`src/rtl/row_swap_engine.sv`:
```
// row_swap_engine
// Services row misses raised by the emulation row cache. On a request it
// optionally writes the dirty victim row (cache slot -> backing store), then
// fetches the requested DRAM row from the backing store into the same slot,
// and pulses sync so the cache FSM can leave its miss state.
//
// Optional feature macro: SWAP_STATS_EN (adds n_wb / n_fetch counters).
//
// Ports:
//   clk, rst_n          clock, asynchronous active-low reset
//   req, wb             swap request (level), victim dirty flag
//   cRowId              cache slot to refill
//   RowId, VictimRowId  DRAM row to fetch, DRAM row held by the slot
//   sync, busy          completion pulse, swap in progress
//   cm_*                cache memory port (read data one cycle after cm_re)
//   bs_*                backing-store port (req/ready handshake, rvalid data)
//   n_wb, n_fetch       (SWAP_STATS_EN) completed writebacks / swaps, saturating
module row_swap_engine #(
  parameter int CHWIDTH   = 5,
  parameter int ADDRWIDTH = 17,
  parameter int COLWIDTH  = 4,
  parameter int DWIDTH    = 64
) (
  input  logic                          clk,
  input  logic                          rst_n,
  input  logic                          req,
  input  logic                          wb,
  input  logic [CHWIDTH-1:0]            cRowId,
  input  logic [ADDRWIDTH-1:0]          RowId,
  input  logic [ADDRWIDTH-1:0]          VictimRowId,
  output logic                          sync,
  output logic                          busy,
  output logic [CHWIDTH+COLWIDTH-1:0]   cm_addr,
  output logic                          cm_re,
  output logic                          cm_we,
  output logic [DWIDTH-1:0]             cm_wdata,
  input  logic [DWIDTH-1:0]             cm_rdata,
  output logic                          bs_req,
  output logic                          bs_we,
  output logic [ADDRWIDTH+COLWIDTH-1:0] bs_addr,
  output logic [DWIDTH-1:0]             bs_wdata,
  input  logic                          bs_ready,
  input  logic                          bs_rvalid,
  input  logic [DWIDTH-1:0]             bs_rdata
`ifdef SWAP_STATS_EN
  ,
  output logic [31:0]                   n_wb,
  output logic [31:0]                   n_fetch
`endif
);

  typedef enum logic [2:0] {
    IDLE       = 3'd0,
    WB_RD      = 3'd1,
    WB_WR      = 3'd2,
    FETCH_REQ  = 3'd3,
    FETCH_WAIT = 3'd4,
    DONE       = 3'd5
  } state_t;

  state_t                 state, state_d;
  logic [COLWIDTH-1:0]    col, col_d;
  logic [CHWIDTH-1:0]     slot_q;
  logic [ADDRWIDTH-1:0]   row_q;
  logic [ADDRWIDTH-1:0]   victim_q;
  logic                   hold_off;
  logic                   accept;
  logic                   take;
  logic                   wb_done;
  logic                   col_max;
  // rd_vld_p1: cm_rdata on the bus this cycle answers last cycle's cm_re
  logic                   rd_vld_p1;
  logic [DWIDTH-1:0]      wb_data_p1;

  assign col_max = &col;

  // Control state: async reset
  always_ff @(posedge clk or negedge rst_n) begin
    if (!rst_n) begin
      state     <= IDLE;
      col       <= '0;
      slot_q    <= '0;
      row_q     <= '0;
      victim_q  <= '0;
      hold_off  <= 1'b0;
      rd_vld_p1 <= 1'b0;
    end else begin
      state     <= state_d;
      col       <= col_d;
      // A req still high in the cycle right after DONE is stale hold.
      hold_off  <= (state == DONE);
      rd_vld_p1 <= (state == WB_RD);
      if (accept) begin
        slot_q   <= cRowId;
        row_q    <= RowId;
        victim_q <= VictimRowId;
      end
    end
  end

  // Stage p1: capture victim word so bs_wdata stays stable under backpressure
  always_ff @(posedge clk) begin
    if (rd_vld_p1) wb_data_p1 <= cm_rdata;
  end

  always_comb begin
    state_d  = state;
    col_d    = col;
    accept   = 1'b0;
    take     = 1'b0;
    wb_done  = 1'b0;
    sync     = 1'b0;
    cm_addr  = '0;
    cm_re    = 1'b0;
    cm_we    = 1'b0;
    cm_wdata = '0;
    bs_req   = 1'b0;
    bs_we    = 1'b0;
    bs_addr  = '0;
    bs_wdata = '0;
    unique case (state)
      IDLE: begin
        if (req && !hold_off) begin
          accept  = 1'b1;
          col_d   = '0;
          state_d = wb ? WB_RD : FETCH_REQ;
        end
      end
      WB_RD: begin
        cm_re   = 1'b1;
        cm_addr = {slot_q, col};
        state_d = WB_WR;
      end
      WB_WR: begin
        bs_req   = 1'b1;
        bs_we    = 1'b1;
        bs_addr  = {victim_q, col};
        bs_wdata = rd_vld_p1 ? cm_rdata : wb_data_p1;
        if (bs_ready) begin
          if (col_max) begin
            col_d   = '0;
            wb_done = 1'b1;
            state_d = FETCH_REQ;
          end else begin
            col_d   = col + 1'b1;
            state_d = WB_RD;
          end
        end
      end
      FETCH_REQ: begin
        bs_req  = 1'b1;
        bs_addr = {row_q, col};
        if (bs_ready) begin
          // Data returned in the accept cycle is consumed immediately.
          if (bs_rvalid) take = 1'b1;
          else           state_d = FETCH_WAIT;
        end
      end
      FETCH_WAIT: begin
        if (bs_rvalid) take = 1'b1;
      end
      DONE: begin
        sync    = 1'b1;
        state_d = IDLE;
      end
      default: state_d = IDLE;
    endcase

    if (take) begin
      cm_we    = 1'b1;
      cm_addr  = {slot_q, col};
      cm_wdata = bs_rdata;
      if (col_max) begin
        state_d = DONE;
      end else begin
        col_d   = col + 1'b1;
        state_d = FETCH_REQ;
      end
    end
  end

  assign busy = (state != IDLE);

`ifdef SWAP_STATS_EN
  function automatic logic [31:0] sat_inc(input logic [31:0] v);
    return (&v) ? v : v + 32'd1;
  endfunction

  always_ff @(posedge clk or negedge rst_n) begin
    if (!rst_n) begin
      n_wb    <= '0;
      n_fetch <= '0;
    end else begin
      if (wb_done)       n_wb    <= sat_inc(n_wb);
      if (state == DONE) n_fetch <= sat_inc(n_fetch);
    end
  end
`endif

endmodule

```
`config.mk`:
```
export PLATFORM = sky130hd
export DESIGN_NAME = row_swap_engine
export DESIGN_NICKNAME = d
export VERILOG_FILES = /design/src/rtl/row_swap_engine.sv
export SDC_FILE = /design/constraint.sdc
export NUM_CORES = 1
export LEC_CHECK = 0
export ABC_AREA = 1
export BUFFER_PORTS_ARGS = -buffer_cell sky130_fd_sc_hd__buf_2
export CAP_MARGIN = 0
export CORE_AREA = 2 2 130 132
export CTS_CLUSTER_SIZE = 20
export DETAILED_ROUTE_END_ITERATION = 10
export DIE_AREA = 0 0 132 134
export PLACE_DENSITY_LB_ADDON = 0.25
export SETUP_SLACK_MARGIN = 0.05
export SLEW_MARGIN = 20
export SYNTH_ARGS = -nofsm -noshare
export SYNTH_HDL_FRONTEND = slang
export SYNTH_SLANG_ARGS = --single-unit
```
`constraint.sdc`:
```
create_clock -name clk -period 1.9 [get_ports clk]
set_clock_uncertainty 0.15 [all_clocks]
set_input_delay 0.095 -clock clk [delete_from_list [all_inputs] [get_ports clk]]
set_output_delay 0.095 -clock clk [all_outputs]
set_load 0.005 [all_outputs]
```
==> results of run 1 <==
-- repair_timing --
item / in CTS / in global routing
gates resized for setup: 93 / 54
hold endpoints to repair: 151 / 0
hold buffers: 105 / 0
gates cloned: 9 / 3
pin swaps: 49 / 4
buffers inserted: 17 / 2
setup endpoints to repair: 155 / 181
-- final timing paths --
path                                startpoint        endpoint  slack (ns)  cells after the start
worst max-delay path                  state[1]    cm_wdata[31]       -0.03                      7
worst min-delay path                       req       slot_q[4]        0.03                      5
worst max register to register        state[1]        state[0]        0.17                      6
worst min register to register  wb_data_p1[50]  wb_data_p1[50]        0.30                      2
max in group asynchronous                rst_n       slot_q[4]        0.95                      3
min in group asynchronous                rst_n     victim_q[2]        0.11                      2
-- per-layer routing --
metal	up-vias	GRT usage (%)	wire length [um]
met1	2840	26.7	8500
met2	264	37.1	9650
li1	3302	-	-
met3	19	5.78	1580
met5	-	0	0
met4	0	6.64	297
-- area by class of cell --
cell class	instances	share of cell area, %
sequential	112	25.7
multi-input combinational	460	23.9
timing repair buffer	487	35.9
clock inverter	7	0.812
tap	220	2.84
inverter	214	8.59
clock buffer	9	2.32
-- registers in the layout (all words and copies together) (netlist names) --
register	cells
wb_data_p1	64
hold_off	1
row_q	17
col	4
slot_q	5
rd_vld_p1	1
victim_q	17
state	3
-- logic make-up (layout without fill, tap and decap cells) --
kind of cell / count (synthesis) / after routing / share of synthesized area, %
adders and majority gates: 1 / 1 / 0.225
buffers and inverters: 252 / 717 / 18.1
DFF: 112 / 112 / 44.6
AOI/OAI and AO/OA: 88 / 88 / 9.07
and+or+nand+nor: 371 / 371 / 27.9
-- worst max-delay path: stages, from the launching register on --
cell,delay (ns)
dfrtp_2,0.46
nor2_4,0.17
nand3_4,0.11
nand2_8,0.12
inv_12,0.07
buf_16,0.16
nor2_1,0.10
buf_2,0.12
-- report_power, final --
part	switching (mW)	internal (mW)	total (mW)
Clock	0.993	0.950	1.94
Sequential	0.502	3.55	4.05
Combinational	3.85	3.23	7.07
Total	5.34	7.72	13.1
-- cell usage in the layout (no fill, tap or decap), drive strengths merged, types with 17 or more instances in the layout --
cell type and instances:
dlygate4sd3 105, buf 379, dfxtp 64, nor2 150, inv 220, a22o 17, nand3 22, dfrtp 48
o21ai 71, nand2 197
-- stage by stage --
step	cell area [um2]	hold slack [ns]	instances	worst slack (ns)
floorplan	5560	-0.351	824	0.359
global placement	7500	-0.0433	1357	0.163
detailed placement	7500	-0.0436	1357	0.102
CTS	9510	0.0149	1504	-0.00806
global route	9700	0.0618	1509	-0.0855
finish	9700	0.0290	1509	-0.0259
==> metrics.csv, run 1 <==
metric,value,unit
status,"finished, violations left",
failing checks,negative setup slack,
first-pass iteration count of the detailed router,5,
crit path time final,1.93,ns
"Core Util, Final",59.6,%
Mean Syn Cell Area,6.75,um2
max-slew violations,0,
Num Clock Sinks,112,
DR DRC count,0,
TritonCTS Buffers,9,
Crit. End Element,primary output,
cells after synthesis,824,
type of origin of the critical path,flop,
final setup vio count,17,
Yosys cell types,21,
post-synth design cell area,5560,um2
most common cell in the netlist,inv_1,
Tcrit/Tclk final,101,%
first-pass GRT wire length,30700,um
VDD IR max,0.692,mV
most frequent cells after synthesis,"211 x inv_1, 195 x nand2_1, 126 x nor2_1",
diode count,0,
Layout area overhead,74.5,%
root buf cell,clkbuf_16,
Core Rows,47,
# H-tree levels,3,
Final Net Count,1458,
fillers,1459,
"flops & latches, synth",112,
Starting Density,34.1,%
gpl congestion,0.816,
post-DP HPWL,12300,um
DR WL/cell,13.3,um
die span in x,132,um
Required @ worst endpoint,1.65,ns
asr flop ratio synth,42.9,%
via count,6425,
total power,13.1,mW
largest net degree at the start of global routing,47,
number of synthesized flops with an enable pin,0,
synth top area cells,"dfxtp_1 23%, dfrtp_1 22%, inv_1 14%",
Worst Hold Class,in2reg,
gr usage total,21.7,%
Final Hold Vio Count,0,
final setup TNS,-0.143,ns
Clock Latency Late Sink,0.35,ns
initial antenna violation count,0,
I/O Pins,337,
setup ws final,-0.0259,ns
Yosys top cell by area,dfxtp_1,
Tightest Pin Transition,0.544,ns
Via density,4.26,
"Warnings, synthesis",0,
CP max FO,15,
CP arrival,1.68,ns
Slew headroom,63.7,%
FMAX,519,MHz
Clock Tree Buf Depth,2,
vias in the first global route,6130,
fraction of layout cells with a size suffix above 1,37.5,%
sequential area share after synthesis,44.6,%
Antenna Nets Post-Route,0,
syn nets,998,
CTS tree,built,
final WL,20000,um
clock-pin slew on the worst setup and hold paths,0.08,ns
die height,134,um
Seq. cell area,2490,um2
max-cap violations,0,
multi-input logic area,2320,um2
gr ovfl total,0,
Power per Cell Area,1350,nW/um2
Synth top area share,23.0,%
DIE AREA,17700,um2
RSZ-0062 raised after global routing,yes,
LEAKAGE,5.67,nW
kind of critical path,reg2out,
Post-synth top flop,dfxtp_1,
area of the core,16300,um2
initial DRC count,323,
Port Buffers,336,
(Power assumes the default switching activity.)
==> inputs of run 2 (changes only) <==
==> constraint.sdc (replaced) <==
create_clock -name clk -period 1.9 [get_ports clk]
set_clock_uncertainty 0.15 [all_clocks]
set_input_delay 0.475 -clock clk [delete_from_list [all_inputs] [get_ports clk]]
set_output_delay 0.475 -clock clk [all_outputs]
set_load 0.005 [all_outputs]
==> run 2 against run 1 <==
Against the previous run:
- the run still ends with negative setup slack left
- sequential power down 1%
- register-to-register slack got worse by 0.20 ns
- flip-flop and latch count is the same
- critical path depth grew 1
- count of clock-buffer cells in the layout up 1
- power down 4.8%
- routed wire length fell by 14%
- clock power grew 5%
- sequential share of layout area up 3.3 points
- worst hold slack improved by 0.13 ns
- worst setup slack got worse by 0.39 ns
- global-route usage shrank 3.7 points
- largest cell class is now sequential cells
- highest routed layer unchanged
==> metrics.csv, run 2 (synthesis gave the netlist of run 1 again) <==
metric,value,unit,change
slowest stage cell on the critical path,dfrtp_2,,
vias in the first global route,5347,,-13%
gpl congestion,0.819,,+0.33%
TritonCTS Buffers,9,,unchanged
critical path launch point,state[1],,
Port Buffers,336,,unchanged
kind of critical path,reg2out,,
die span in x,132,um,unchanged
"commonest cells after routing, fill and taps aside","332 x buf_2, 207 x inv_1, 192 x nand2_1, 94 x nor2_1, 64 x dfxtp_1",,
Finished Cell Area,8590,um2,-11%
Bufs and invs on worst path,4,,+1
Power per Cell Area,1450,nW/um2,+7.6%
Clock Latency Late Sink,0.35,ns,about the same
LEAKAGE,5.24,nW,-7.5%
Crit. End Element,primary output,,
total power,12.4,mW,-4.8%
die height,134,um,unchanged
first-pass iteration count of the detailed router,4,,-1
placed cell count,1379,,+1.6%
CTS tree,built,,
Seq. cell area,2490,um2,unchanged
DR WL/cell,12.1,um,-8.7%
VDD IR max,0.680,mV,-1.8%
Worst Min Path Start,RowId[11],,
gr usage total,18.0,%,-3.7 points
Num Clock Sinks,112,,unchanged
initial DRC count,236,,-27%
status,"finished, violations left",,
RSZ-0062 raised after global routing,yes,,
final WL,17100,um,-14%
pre-CTS setup slack,-0.217,ns,-0.319 ns
hold_ws,0.163,ns,+0.134 ns
crit path time final,2.32,ns,+0.393 ns
root buf cell,clkbuf_16,,
Final Hold Vio Count,0,,unchanged
"commonest non-fill, non-tap cell in the layout",buf_2,,
CP max FO,8,,-7
via count,5921,,-7.8%
cell mode on critical path,nor2_4,,
Regs by FF count,"wb_data_p1 x64, row_q x17, victim_q x17",,
I/O Pins,337,,unchanged
initial antenna violation count,0,,unchanged
diode count,0,,unchanged
fraction of layout cells with a size suffix above 1,40.5,%,+3.0 points
Area after DPL,7740,um2,+3.3%
Antenna Nets Post-Route,0,,unchanged
Starting Density,34.1,%,unchanged
"Core Util, Final",52.7,%,-6.8 points
Required @ worst endpoint,1.27,ns,-0.38 ns
"Critical Path, Cell by Cell","nor2_4, nand3_4, nand2_4, inv_4, clkbuf_16, buf_12, nor2_4, buf_2",,
multi-input logic area,2270,um2,-2.1%
CP arrival,1.69,ns,about the same
Top reg by flops,wb_data_p1,,
DIE AREA,17700,um2,unchanged
Worst R2R Start,state[0],,
largest net degree at the start of global routing,65,,+38%
setup ws final,-0.419,ns,-0.393 ns
max reg flops,64,,unchanged
"slowest stage delay, CP",0.45,ns,about the same
fin cells,1414,,-6.3%
Clock Tree Buf Depth,2,,unchanged
Final Net Count,1363,,-6.5%
Tightest Pin Transition,0.389,ns,-0.155 ns
clock-pin slew on the worst setup and hold paths,0.08,ns,about the same
DR DRC count,0,,unchanged
Slew headroom,74.1,%,+10 points
gr ovfl total,0,,unchanged
max-slew violations,0,,unchanged
# H-tree levels,3,,unchanged
post-DP HPWL,12200,um,-0.56%
Tcrit/Tclk final,122,%,+21 points
final setup TNS,-57.92,ns,-57.78 ns
type of origin of the critical path,flop,,
Crit path max-delay family,buffers and inverters,,
failing checks,negative setup slack,,
max-cap violations,0,,unchanged
Via density,4.19,,-1.7%
FMAX,431,MHz,-17%
area of the core,16300,um2,unchanged
first-pass GRT wire length,25900,um,-15%
Core Rows,47,,unchanged
Worst Hold Class,in2reg,,
fillers,1593,,+9.2%
final setup vio count,162,,+145
Layout area overhead,54.5,%,
[run 2: routing by layer]
| layer | share of wire [%] | GRT usage [%] |
|---|---|---|
| met1 | 43 | 22.5 |
| met2 | 47 | 29.7 |
| met3 | 7.9 | 5.71 |
| met4 | 1.5 | 5.19 |
| met5 | 0 | 0 |
[run 2: path summary, 6_finish.rpt]
kind	end	slack, ns	cells past startpoint
min	row_q[11]	0.16	3
min reg2reg	wb_data_p1[6]	0.30	2
max	cm_wdata[47]	-0.42	8
max reg2reg	col[3]	-0.03	11
max in group asynchronous	state[1]	0.65	3
min in group asynchronous	row_q[11]	0.43	2
[run 2: worst register-to-register path, stage by stage (launching register included)]
cell	delay (ns)
dfrtp_2	0.44
buf_6	0.14
inv_4	0.05
nand3_4	0.16
buf_4	0.18
buf_4	0.12
buf_4	0.12
nor2_2	0.10
nor2_1	0.07
buf_4	0.16
nand3_1	0.08
nand2_1	0.06
[run 2: layout make-up]
type	instances	area share, %
flip-flops and latches	112	29.0
repair buffers	392	28.1
multi-input cells	460	26.4
inverters	214	9.56
well taps	220	3.21
clock buffers	10	2.78
clock inverters	6	0.962
[run 2: power breakdown]
| group | switching, mW | internal, mW |
|---|---|---|
| registers | 0.468 | 3.54 |
| clock network | 0.939 | 1.09 |
| logic | 3.52 | 2.87 |
| total | 4.93 | 7.51 |
[run 2: timing repair]
item | 4_1_cts | 5_1_grt
hold buffers | 1 | 0
endpoints found under the setup margin | 163 | 168
hold endpoints to repair | 15 | 0
setup buffers | 7 | 5
gates resized for setup | 20 | 78
pin swaps | 15 | 8
gates cloned | 0 | 6
==> inputs of run 3 (changes only) <==
CORE_AREA = 2 2 132 134   (was 2 2 130 132)
CTS_BUF_LIST = sky130_fd_sc_hd__clkbuf_8   (was default)
DIE_AREA = 0 0 134 136   (was 0 0 132 134)
==> run 3 against run 2 <==
Against the previous run:
- the run still ends with negative setup slack left
- final area up 2.4%
- worst hold slack got worse by 0.031 ns
- count of clock-buffer cells in the layout stayed put
- first-iteration DRC count down 15%
- critical path depth decreased by 1
- flip-flop and latch count is the same
- core utilization down 0.59 points
- non-clock buffer count rose by 24
- clock power shrank 31%
- sequential share of layout area down 0.69 points
- largest cell class is now buffers
==> metrics.csv, run 3 (synthesis gave the netlist of run 1 again) <==
metric,value,unit,change
status,"finished, violations left",,
failing checks,negative setup slack,,
first-pass iteration count of the detailed router,4,,unchanged
TritonCTS Buffers,9,,unchanged
max-cap violations,0,,unchanged
GR peak layer,met2,,
LEAKAGE,5.36,nW,+2.2%
Final Hold Vio Count,0,,unchanged
"commonest non-fill, non-tap cell in the layout",buf_2,,
DR WL/cell,11.9,um,-1.6%
Top reg by flops,wb_data_p1,,
Clock Tree Buf Depth,2,,unchanged
fillers,1698,,+6.6%
via count,5962,,+0.69%
Slew headroom,78.0,%,+4.0 points
gr ovfl total,0,,unchanged
post-DP HPWL,12500,um,+2.4%
die height,136,um,+1.5%
M1 GR Usage,22.9,%,+0.42 points
Seq. cell area,2490,um2,unchanged
DIE AREA,18200,um2,+3.0%
Regs by FF count,"wb_data_p1 x64, row_q x17, victim_q x17",,
clock-pin slew on the worst setup and hold paths,0.12,ns,+0.04 ns
final setup TNS,-56.33,ns,+1.59 ns
max-slew violations,0,,unchanged
root buf cell,clkbuf_8,,
VDD IR max,0.673,mV,-1.0%
initial antenna violation count,1,,+1
largest net degree at the start of global routing,49,,-25%
Power per Cell Area,1450,nW/um2,+0.15%
"commonest cells after routing, fill and taps aside","332 x buf_2, 207 x inv_1, 183 x nand2_1, 80 x nor2_1, 64 x dfxtp_1",,
FMAX,431,MHz,-0.15%
"Core Util, Final",52.1,%,-0.59 points
Crit. End Element,primary output,,
Core Rows,48,,+2.1%
Final Net Count,1387,,+1.8%
final setup vio count,164,,+1.2%
Clock Latency Late Sink,0.37,ns,+0.02 ns
setup ws final,-0.423,ns,-0.00342 ns
kind of critical path,reg2out,,
crit path time final,2.32,ns,+0.00342 ns
RSZ-0062 raised after global routing,yes,,
gpl congestion,0.772,,-5.7%
max reg flops,64,,unchanged
met2 Usage GRT,28.4,%,-1.3 points
Tcrit/Tclk final,122,%,+0.18 points
final WL,17200,um,+0.53%
vias in the first global route,5156,,-3.6%
I/O Pins,337,,unchanged
multi-input logic area,2400,um2,+5.8%
hold_ws,0.131,ns,-0.0314 ns
fraction of layout cells with a size suffix above 1,45.2,%,+4.7 points
CP max FO,18,,+10
die span in x,134,um,+1.5%
total power,12.8,mW,+2.6%
Starting Density,32.9,%,-1.2 points
met3 Usage GRT,5.07,%,-0.64 points
first-pass GRT wire length,25200,um,-2.7%
CP arrival,1.70,ns,about the same
# H-tree levels,3,,unchanged
Required @ worst endpoint,1.27,ns,about the same
Antenna Nets Post-Route,0,,unchanged
area of the core,16900,um2,+3.6%
CTS tree,built,,
Via density,4.13,,-1.5%
Worst Hold Class,in2reg,,
gr usage total,17.5,%,-0.49 points
type of origin of the critical path,flop,,
Tightest Pin Transition,0.330,ns,-0.0595 ns
DR DRC count,0,,unchanged
Port Buffers,336,,unchanged
Num Clock Sinks,112,,unchanged
initial DRC count,200,,-15%
Layout area overhead,58.2,%,
==> run 3: what timing repair did <==
action                     4_1_cts  5_1_grt
hold endpoints to repair        48        0
setup buffers                    4       11
resized for setup               89      108
hold buffers                     1        0
setup endpoints to repair      164      175
pin swaps                        4        8
cloned                           3        4
==> run 3: report_power, final <==
| group | total (mW) | switching, mW | internal, mW |
|---|---|---|---|
| sequential | 4.04 | 0.500 | 3.54 |
| combinational | 7.31 | 3.83 | 3.48 |
| clock | 1.41 | 0.866 | 0.542 |
| total | 12.8 | 5.19 | 7.57 |
==> run 3: layout make-up <==
type                       instances  area share (%)
timing repair buffer             416            29.6
tap                              225            3.20
clock inverter                     6           0.654
multi-input combinational        460            27.3
antenna                            2          0.0569
sequential                       112            28.3
clock buffer                      10            1.56
inverter                         214            9.30
==> run 3: final timing paths <==
kind,startpoint,to,slack (ns),cells after the start
setup reg to reg,state[1],slot_q[3],0.15,7
min in group asynchronous,rst_n,victim_q[2],0.44,3
setup / recovery,state[1],cm_wdata[30],-0.42,7
hold / removal,VictimRowId[16],victim_q[16],0.13,3
max in group asynchronous,rst_n,rd_vld_p1,0.89,3
hold reg to reg,wb_data_p1[57],wb_data_p1[57],0.30,2
==> run 3: through the flow <==
stage,setup slack (ns),std cells,cell area (um2)
floorplan,0.0687,824,5570
global placement,-0.176,1404,7880
detailed placement,-0.190,1404,7880
CTS,-0.426,1428,8380
global route,-0.483,1443,8790
finish,-0.423,1445,8800
==> run 3: worst max-delay path: stages (launching register included) <==
cell,delay (ns)
dfrtp_2,0.46
nor2_4,0.14
nand3_2,0.12
nand2_4,0.14
inv_8,0.08
buf_12,0.16
nor2_1,0.09
buf_2,0.13
==> run 3: per-layer routing <==
metal  vias up  share of wire, %
li1       3156                 -
met5         -                 0
met1      2587                44
met4         0              0.77
met2       211                47
met3         8               8.3
